<file path="config.mk">
export PLATFORM = sky130hd
export DESIGN_NAME = opb_register_simulink2ppc_latched_flat
export DESIGN_NICKNAME = d
export VERILOG_FILES = /design/src/rtl/opb_s2p_pkg.sv /design/src/rtl/opb_register_simulink2ppc_latched_if.sv /design/src/rtl/s2p_capture_regs.sv /design/src/rtl/opb_register_simulink2ppc_latched.sv /design/src/flat_wrapper.sv
export SDC_FILE = /design/constraint.sdc
export NUM_CORES = 1
export LEC_CHECK = 0
export BUFFER_PORTS_ARGS = -buffer_cell sky130_fd_sc_hd__buf_2
export CORE_ASPECT_RATIO = 0.5
export CORE_UTILIZATION = 48
export CTS_CLUSTER_DIAMETER = 50
export CTS_CLUSTER_SIZE = 8
export DETAILED_ROUTE_END_ITERATION = 7
export MAX_ROUTING_LAYER = met4
export PLACE_DENSITY = 0.79
export REMOVE_ABC_BUFFERS = 1
export SYNTH_ARGS = -nofsm -noshare
export SYNTH_HDL_FRONTEND = slang
export SYNTH_SLANG_ARGS = --single-unit
export TNS_END_PERCENT = 5
</file>
<file path="constraint.sdc">
create_clock -name OPB_Clk -period 2.18 [get_ports OPB_Clk]
set_input_delay 0.436 -clock OPB_Clk [delete_from_list [all_inputs] [get_ports OPB_Clk]]
set_output_delay 0.436 -clock OPB_Clk [all_outputs]
set_load 0.1 [all_outputs]
</file>
<file path="src/rtl/opb_s2p_pkg.sv">
// opb_s2p_pkg: register offsets, status bit layout and bus FSM states for the fabric-to-PPC read-back register
package opb_s2p_pkg;
  localparam logic [7:0] DATA_OFS = 8'h00;
  localparam logic [7:0] STAT_OFS = 8'h04;
  localparam int NEW_BIT = 31;
  localparam int OVR_W = 16;
  typedef enum logic [1:0] {IDLE, ACK, HOLD} state_t;
endpackage

</file>
<file path="src/rtl/opb_register_simulink2ppc_latched_if.sv">
// opb_register_simulink2ppc_latched_if: OPB request (address, byte enables, write data, rnw, select, seqAddr) and slave reply (data, xferAck, errAck, retry, toutSup)
interface opb_register_simulink2ppc_latched_if;
  logic [0:31] OPB_ABus;
  logic [0:3] OPB_BE;
  logic [0:31] OPB_DBus;
  logic OPB_RNW;
  logic OPB_select;
  logic OPB_seqAddr;
  logic [0:31] Sl_DBus;
  logic Sl_xferAck;
  logic Sl_errAck;
  logic Sl_retry;
  logic Sl_toutSup;
  modport master (
    output OPB_ABus, OPB_BE, OPB_DBus, OPB_RNW, OPB_select, OPB_seqAddr,
    input Sl_DBus, Sl_xferAck, Sl_errAck, Sl_retry, Sl_toutSup
  );
  modport slave (
    input OPB_ABus, OPB_BE, OPB_DBus, OPB_RNW, OPB_select, OPB_seqAddr,
    output Sl_DBus, Sl_xferAck, Sl_errAck, Sl_retry, Sl_toutSup
  );
endinterface

</file>
<file path="src/rtl/s2p_capture_regs.sv">
// s2p_capture_regs: DATA/NEW/OVR latch; ports clk, rst_n, data_in, valid, rd_data_pulse, clr_ovr_pulse in; data, new_flag, ovr out
module s2p_capture_regs
  import opb_s2p_pkg::*;
(
  input  logic             clk,
  input  logic             rst_n,
  input  logic [31:0]      data_in,
  input  logic             valid,
  input  logic             rd_data_pulse,
  input  logic             clr_ovr_pulse,
  output logic [31:0]      data,
  output logic             new_flag,
  output logic [OVR_W-1:0] ovr
);
  always_ff @(posedge clk or negedge rst_n)
    if (!rst_n) begin
      data <= '0;
      new_flag <= 1'b0;
      ovr <= '0;
    end else begin
      if (valid) data <= data_in;
      new_flag <= valid || (new_flag && !rd_data_pulse);
      ovr <= clr_ovr_pulse ? '0 :
             (valid && new_flag && !rd_data_pulse && !(&ovr)) ? ovr + 1'b1 : ovr;
    end
endmodule

</file>
<file path="src/rtl/opb_register_simulink2ppc_latched.sv">
// opb_register_simulink2ppc_latched: OPB slave exposing latched fabric word (0x0) and NEW/OVR status (0x4); ports OPB_Clk, OPB_Rst_n, bus (slave), user_data_in, user_data_valid
module opb_register_simulink2ppc_latched
  import opb_s2p_pkg::*;
#(
  parameter logic [31:0] C_BASEADDR   = 32'h0000_0000,
  parameter logic [31:0] C_HIGHADDR   = 32'h0000_00FF,
  parameter int          C_OPB_AWIDTH = 32,
  parameter int          C_OPB_DWIDTH = 32
) (
  input logic                                 OPB_Clk,
  input logic                                 OPB_Rst_n,
  opb_register_simulink2ppc_latched_if.slave  bus,
  input logic [31:0]                          user_data_in,
  input logic                                 user_data_valid
);
  localparam int unused_widths = C_OPB_AWIDTH + C_OPB_DWIDTH;
  state_t state;
  logic [31:0] data;
  logic [31:0] status;
  logic new_flag;
  logic [OVR_W-1:0] ovr;
  logic hit, is_stat, start, rd_data_pulse, clr_ovr_pulse, unused_bits;
  assign hit = bus.OPB_select && bus.OPB_ABus >= C_BASEADDR && bus.OPB_ABus <= C_HIGHADDR;
  assign is_stat = bus.OPB_ABus[29] == STAT_OFS[2];
  assign start = state == IDLE && hit;
  assign rd_data_pulse = start && bus.OPB_RNW && !is_stat;
  assign clr_ovr_pulse = start && !bus.OPB_RNW && is_stat && |bus.OPB_BE;
  assign unused_bits = ^{bus.OPB_DBus, bus.OPB_seqAddr};
  assign bus.Sl_errAck = 1'b0;
  assign bus.Sl_retry = 1'b0;
  assign bus.Sl_toutSup = 1'b0;
  always_comb begin
    status = '0;
    status[NEW_BIT] = new_flag;
    status[OVR_W-1:0] = ovr;
  end
  s2p_capture_regs u_regs (
    .clk           (OPB_Clk),
    .rst_n         (OPB_Rst_n),
    .data_in       (user_data_in),
    .valid         (user_data_valid),
    .rd_data_pulse (rd_data_pulse),
    .clr_ovr_pulse (clr_ovr_pulse),
    .data          (data),
    .new_flag      (new_flag),
    .ovr           (ovr)
  );
  always_ff @(posedge OPB_Clk or negedge OPB_Rst_n)
    if (!OPB_Rst_n) begin
      state <= IDLE;
      bus.Sl_xferAck <= 1'b0;
      bus.Sl_DBus <= '0;
    end else begin
      state <= start ? ACK : state == ACK ? HOLD : IDLE;
      bus.Sl_xferAck <= start;
      bus.Sl_DBus <= (start && bus.OPB_RNW) ? (is_stat ? status : data) : '0;
    end
endmodule

</file>
<file path="src/flat_wrapper.sv">
// flat-port wrapper written by rule: the top's interface ports become plain ports
module opb_register_simulink2ppc_latched_flat import opb_s2p_pkg::*;
#(
  parameter logic [31:0] C_BASEADDR   = 32'h0000_0000,
  parameter logic [31:0] C_HIGHADDR   = 32'h0000_00FF,
  parameter int          C_OPB_AWIDTH = 32,
  parameter int          C_OPB_DWIDTH = 32
)
  (OPB_Clk, OPB_Rst_n, user_data_in, user_data_valid, bus_OPB_ABus, bus_OPB_BE, bus_OPB_DBus, bus_OPB_RNW, bus_OPB_select, bus_OPB_seqAddr, bus_Sl_DBus, bus_Sl_xferAck, bus_Sl_errAck, bus_Sl_retry, bus_Sl_toutSup);
  opb_register_simulink2ppc_latched_if bus_i ();
  input logic OPB_Clk;
  input logic OPB_Rst_n;
  input logic [31:0] user_data_in;
  input logic user_data_valid;
  input wire logic [$bits(bus_i.OPB_ABus)-1:0] bus_OPB_ABus;
  input wire logic [$bits(bus_i.OPB_BE)-1:0] bus_OPB_BE;
  input wire logic [$bits(bus_i.OPB_DBus)-1:0] bus_OPB_DBus;
  input wire logic [$bits(bus_i.OPB_RNW)-1:0] bus_OPB_RNW;
  input wire logic [$bits(bus_i.OPB_select)-1:0] bus_OPB_select;
  input wire logic [$bits(bus_i.OPB_seqAddr)-1:0] bus_OPB_seqAddr;
  output wire logic [$bits(bus_i.Sl_DBus)-1:0] bus_Sl_DBus;
  output wire logic [$bits(bus_i.Sl_xferAck)-1:0] bus_Sl_xferAck;
  output wire logic [$bits(bus_i.Sl_errAck)-1:0] bus_Sl_errAck;
  output wire logic [$bits(bus_i.Sl_retry)-1:0] bus_Sl_retry;
  output wire logic [$bits(bus_i.Sl_toutSup)-1:0] bus_Sl_toutSup;
  assign bus_i.OPB_ABus = bus_OPB_ABus;
  assign bus_i.OPB_BE = bus_OPB_BE;
  assign bus_i.OPB_DBus = bus_OPB_DBus;
  assign bus_i.OPB_RNW = bus_OPB_RNW;
  assign bus_i.OPB_select = bus_OPB_select;
  assign bus_i.OPB_seqAddr = bus_OPB_seqAddr;
  assign bus_Sl_DBus = bus_i.Sl_DBus;
  assign bus_Sl_xferAck = bus_i.Sl_xferAck;
  assign bus_Sl_errAck = bus_i.Sl_errAck;
  assign bus_Sl_retry = bus_i.Sl_retry;
  assign bus_Sl_toutSup = bus_i.Sl_toutSup;
  opb_register_simulink2ppc_latched #(.C_BASEADDR(C_BASEADDR), .C_HIGHADDR(C_HIGHADDR), .C_OPB_AWIDTH(C_OPB_AWIDTH), .C_OPB_DWIDTH(C_OPB_DWIDTH)) u_core (.OPB_Clk(OPB_Clk), .OPB_Rst_n(OPB_Rst_n), .bus(bus_i), .user_data_in(user_data_in), .user_data_valid(user_data_valid));
endmodule
</file>
* Word-level counts from Yosys, hierarchy flattened *
Index checks and enable logic that the tools add are counted.

word-level totals
  memories kept = 0
  bits in read-only memories = 0
  output and inout bits = 36
  logic and storage cells = 37
  bits in latches = 0
  input bits = 106
  memory bits (writable) = 0
  register bits = 84

operators by class
  multipliers = 0
  add/subtract/negate cells = 1
  bitwise operators = 0
  $lt $le $gt $ge = 2
  eq/ne operators = 1
  reduce and logical (&&, ||, !) cells = 21
  shifts and indexed selects = 0
  divide/modulo/power cells = 0
  multiplexer cells = 6

operators with widths
  cell                     number
  $mux W32                 2
  $ge A32 B1 Y1 const B    1
  $le A32 B8 Y1 const B    1
  $mux W16                 2
  $add A16 B1 Y16 const B  1
  $reduce_and A16 Y1       1
  $logic_and A1 B1 Y1      12
  $logic_not A1 Y1         4
  $mux W2                  2
  $reduce_or A4 Y1         1
  $eq A2 B1 Y1 const B     1
  $logic_not A2 Y1         1
  $reduce_bool A2 Y1       1
  $logic_or A1 B1 Y1       1

* Logic depth before layout (Yosys ltp) *
  depth in word-level cells = 11
  mapped depth = 8
  depth with buffers taken out = 6

* By module *
From an unflattened synthesis, not the netlist that was laid out.

second synthesis, totals
  cell total of the unflattened synthesis = 297
  area total of the unflattened synthesis = 3722.3 um^2

by module, submodules not included
  module                             area an instance (um^2)  cells an instance  instances  sequential area each (um^2)
  s2p_capture_regs                   2104.5                   168                1          1226.2
  opb_register_simulink2ppc_latched  1617.8                   129                1          850.8

* Worst setup path before layout *
OpenSTA, ideal clock, no wires.

  path kind = register to register
  start = register u_core.state[0]
  end = register u_core.u_regs.ovr[11]
  library setup time = 0.073 ns
  stages on the path, launching flop included = 8
  slack = -0.204 ns
  data required time = 2.107 ns
  path buffers = 2
  arrival time = 2.311 ns
  period minus slack after synthesis = 2.384 ns
  cells stage by stage = dfrtp_1 > or4_4 > nor4_4 > and2_4 > buf_8 > buf_8 > o31ai_1 > a21oi_2

on the way
  cells in the longest elaborated chain, start to end = 8
  elaborated cells on any way between the ends = 12
  those cells by class = mux (1); reduce/logical (11)

ends and longest elaborated chain
  what                                 RTL line                                 source
  from (decl)                          opb_register_simulink2ppc_latched.sv:17  state_t state;
  from (signal assigned)               opb_register_simulink2ppc_latched.sv:54  state <= start ? ACK : state == ACK ? HOLD : IDLE;
  $logic_not A2 Y1 *                   opb_register_simulink2ppc_latched.sv:25  assign start = state == IDLE && hit;
  $logic_and A1 B1 Y1 *                opb_register_simulink2ppc_latched.sv:25
  $logic_and A1 B1 Y1 (2 in series)    opb_register_simulink2ppc_latched.sv:26  assign rd_data_pulse = start && bus.OPB_RNW && !is_stat;
  $logic_not A1 Y1                     s2p_capture_regs.sv:24                   (valid && new_flag && !rd_data_pulse && !(&ovr)) ? ovr + 1'b1 : ovr;
  $logic_and A1 B1 Y1 (2 in series)    s2p_capture_regs.sv:24
  $reduce_bool A2 Y1 (no source line)  -
  to (signal assigned)                 s2p_capture_regs.sv:23                   ovr <= clr_ovr_pulse ? '0 :
  to (decl)                            s2p_capture_regs.sv:13                   output logic [OVR_W-1:0] ovr

Mark *: on every way between the ends. The rest lies on a longest branch, timed or not.
A chain may end at the register's enable or synchronous reset.

* Worst setup path after layout *
  start = register u_core.u_regs.ovr[0]
  end = register u_core.u_regs.ovr[5]

on the way
  cells in the longest elaborated chain, start to end = 4
  elaborated cells on any way between the ends = 7
  those cells by class = add/sub (1); mux (2); reduce/logical (4)

ends and longest elaborated chain
  what
  parallel branches: the longest is 4 deep, another holds $add A16 B1 Y16

Several ways; the timed one is not identified. The select of a mux whose other input is x is not followed.

==> flow_metrics.env <==
export IMPL_die_x_um=124
export IMPL_syn2layout_area_growth_pct=27.4
export IMPL_critPathTopFamily="simple AND/OR/NAND/NOR gates"
export IMPL_period_needed_ns=2.08
export IMPL_cts_buffers=9
export IMPL_post_cts_setup_buffers=0
export IMPL_synth_area_um2=3560
export IMPL_clock_latency_ns=0.34
export IMPL_crit_path_top_delay_cell="or4_1"
export IMPL_io_pin_count=142
export IMPL_final_common_cell="buf_2"
export IMPL_finalSetupViolations=0
export IMPL_final_cells=482
export IMPL_via_count=2628
export IMPL_post_route_drc_count=0
export IMPL_grt_use_total_pct=22.8
export IMPL_grt_pass1_vias=2692
export IMPL_die_area_um2=7790
export IMPL_dr_pass1_iters=6
export IMPL_hold_class="in -> async"
export IMPL_routed_via_density=5.45
export IMPL_numClockSinks=83
export IMPL_crit_buf_inv=0
export IMPL_drtIter0Drc=211
export IMPL_rsz0062_at_grt="no"
export IMPL_slowest_delay_ns=0.52
export IMPL_initial_core_util_pct=51.4
export IMPL_cap_violations=0
export IMPL_yosysUniqueCellTypes=43
export IMPL_cts_buffer_depth=2
export IMPL_postRouteAntennaNets=0
export IMPL_grt_pass1_wl_um=13000
export IMPL_final_max_slew_viol_count=0
export IMPL_root_buffer="clkbuf_16"
export IMPL_crit_path_end_kind="register"
export IMPL_crit_required_ns=2.44
export IMPL_wirelength_um=8010
export IMPL_finalHoldViolCount=0
export IMPL_wl_per_cell_um=16.6
export IMPL_worstPathArrival_ns=2.34
export IMPL_cts_tree="built"
export IMPL_synth_seq_cells=83
export IMPL_core_area_um2=6940
export IMPL_ys_async_sr_fraction_pct=100
export IMPL_portBuffers=98
export IMPL_chipHeight_um=62.9
export IMPL_antennaDiodeCount=0
export IMPL_seq_area_frac_synth_pct=58.3
export IMPL_max_freq_mhz=480
export IMPL_synthCells=280
export IMPL_power_per_cell_area_nw_per_um2=827
export IMPL_avgSynthCellArea_um2=12.7
export IMPL_mostFrequentLayoutCells="buf_2 (97), dfrtp_1 (83), mux2_2 (32)"
export IMPL_hpwl_um=5420
export IMPL_ctsHtreeMaxLevel=3
export IMPL_synth_edf_count=0
export IMPL_place_inst=466
export IMPL_yosysWarnings=0
export IMPL_status="finished, final reports clean"
export IMPL_worst_pin_slew_ns=0.519
export IMPL_slew_headroom_pct=65.4
export IMPL_cts_hold_fix_buffers=0
export IMPL_crit_path_max_fanout=24
export IMPL_antenna_found_initial=0
export IMPL_synthFlopType="dfrtp_1"
export IMPL_critPathKind="reg -> reg"
export IMPL_period_share_pct=95.5
export IMPL_start_kind="register"
export IMPL_finalClockSkew_ns=0.00552
export IMPL_clkTransAtPathRegs_ns=0.06
export IMPL_place_congestion=0.784
export IMPL_crit_chain="ha_1 > nand3_1 > nor2_1 > a41o_4 > or4_1 > a21oi_1"
export IMPL_setup_tns_final_ns=0
export IMPL_grt_max_degree=46
export IMPL_final_area_um2=4540
export IMPL_worst_ir_drop_vdd_mv=0.482
export IMPL_rows=21
export IMPL_post_dp_cell_area_um2=4200
export IMPL_overflow=0
export IMPL_final_nets=492
export IMPL_p_leak_nw=2.25
export IMPL_drive_above_1_share_pct=46.4
## per-stage QoR
step / hold slack (ns) / power, mW / util [%] / setup slack (ns)
finish: 0.0778 / 3.76 / 65.5 / 0.0986
global route: 0.111 / 3.90 / 65.5 / 0.0227
CTS: 0.0860 / 3.79 / 65.3 / 0.0733
detailed placement: 0.429 / 2.14 / 60.5 / -0.0167
global placement: 0.425 / 2.11 / 60.5 / 0.0911
floorplan: 0.140 / 1.95 / - / -0.346
## layer usage
| layer | global-route usage, % | routed length (µm) | up-vias |
|---|---|---|---|
| met2 | 37.2 | 4100 | 81 |
| li1 | - | - | 1225 |
| met1 | 27.1 | 3390 | 1308 |
| met3 | 4.84 | 390 | 14 |
| met5 | - | 0 | - |
| met4 | 10.2 | 142 | 0 |
## Yosys cell counts, drive strengths merged (5+ instances only)
cell	n	share of area, %
buf	12	2.5
or4	13	2.9
mux2i	17	4.8
nand2	8	0.84
o31ai	12	2.5
and3	16	2.8
a21oi	16	3.3
mux2	32	10
nor2	20	2.1
nor4	6	1.7
dfrtp	83	58
nand3	5	0.70
nand4	5	0.88
clkbuf	9	0.95
## logic make-up after synthesis
| logic type | count (synthesis) | share of synthesized area (%) |
|---|---|---|
| fa+ha+maj | 1 | 0.351 |
| mux | 49 | 14.9 |
| other cells | 1 | 0.105 |
| buf+inv | 23 | 3.62 |
| simple gates | 88 | 15.3 |
| flops | 83 | 58.3 |
| compound gates | 35 | 7.44 |
## repair_timing
item | 4_1_cts | 5_1_grt
pin swaps | 0 | 1
setup endpoints to repair | 7 | 4
resized for setup | 2 | 1
## flip-flops by register name (all words and copies together) (netlist names)
register and count:
u_core.state 2, u_core.u_regs.data 32, u_core.bus.Sl_DBus 32, u_core.u_regs.ovr 16
u_core.u_regs.new_flag 1
## final cells by class
type	count	area, µm²
inverter	2	7.51
timing repair buffer	113	631
tap	92	115
fill	517	2400
multi-input combinational	176	1380
clock buffer	11	253
sequential	83	2080
clock inverter	5	75.1
## worst paths after layout
| kind | from | to | slack [ns] | cells after the start |
|---|---|---|---|---|
| worst min-delay path | OPB_Rst_n | u_core.u_regs.ovr[3] | 0.08 | 1 |
| min in group OPB_Clk | user_data_in[10] | u_core.u_regs.data[10] | 0.33 | 2 |
| worst max-delay path | u_core.u_regs.ovr[0] | u_core.u_regs.ovr[5] | 0.1 | 6 |
| worst max register to register | u_core.u_regs.ovr[0] | u_core.u_regs.ovr[5] | 0.1 | 6 |
| max in group asynchronous | OPB_Rst_n | u_core.u_regs.data[17] | 1.50 | 2 |
| worst min register to register | u_core.state[1] | u_core.state[1] | 0.44 | 1 |
## power breakdown
part | internal, mW | switching [mW]
clock network | 1.06 | 0.579
logic | 0.201 | 0.198
registers | 1.64 | 0.0774
total | 2.90 | 0.854
No activity file was read; power rests on OpenSTA's default activity.
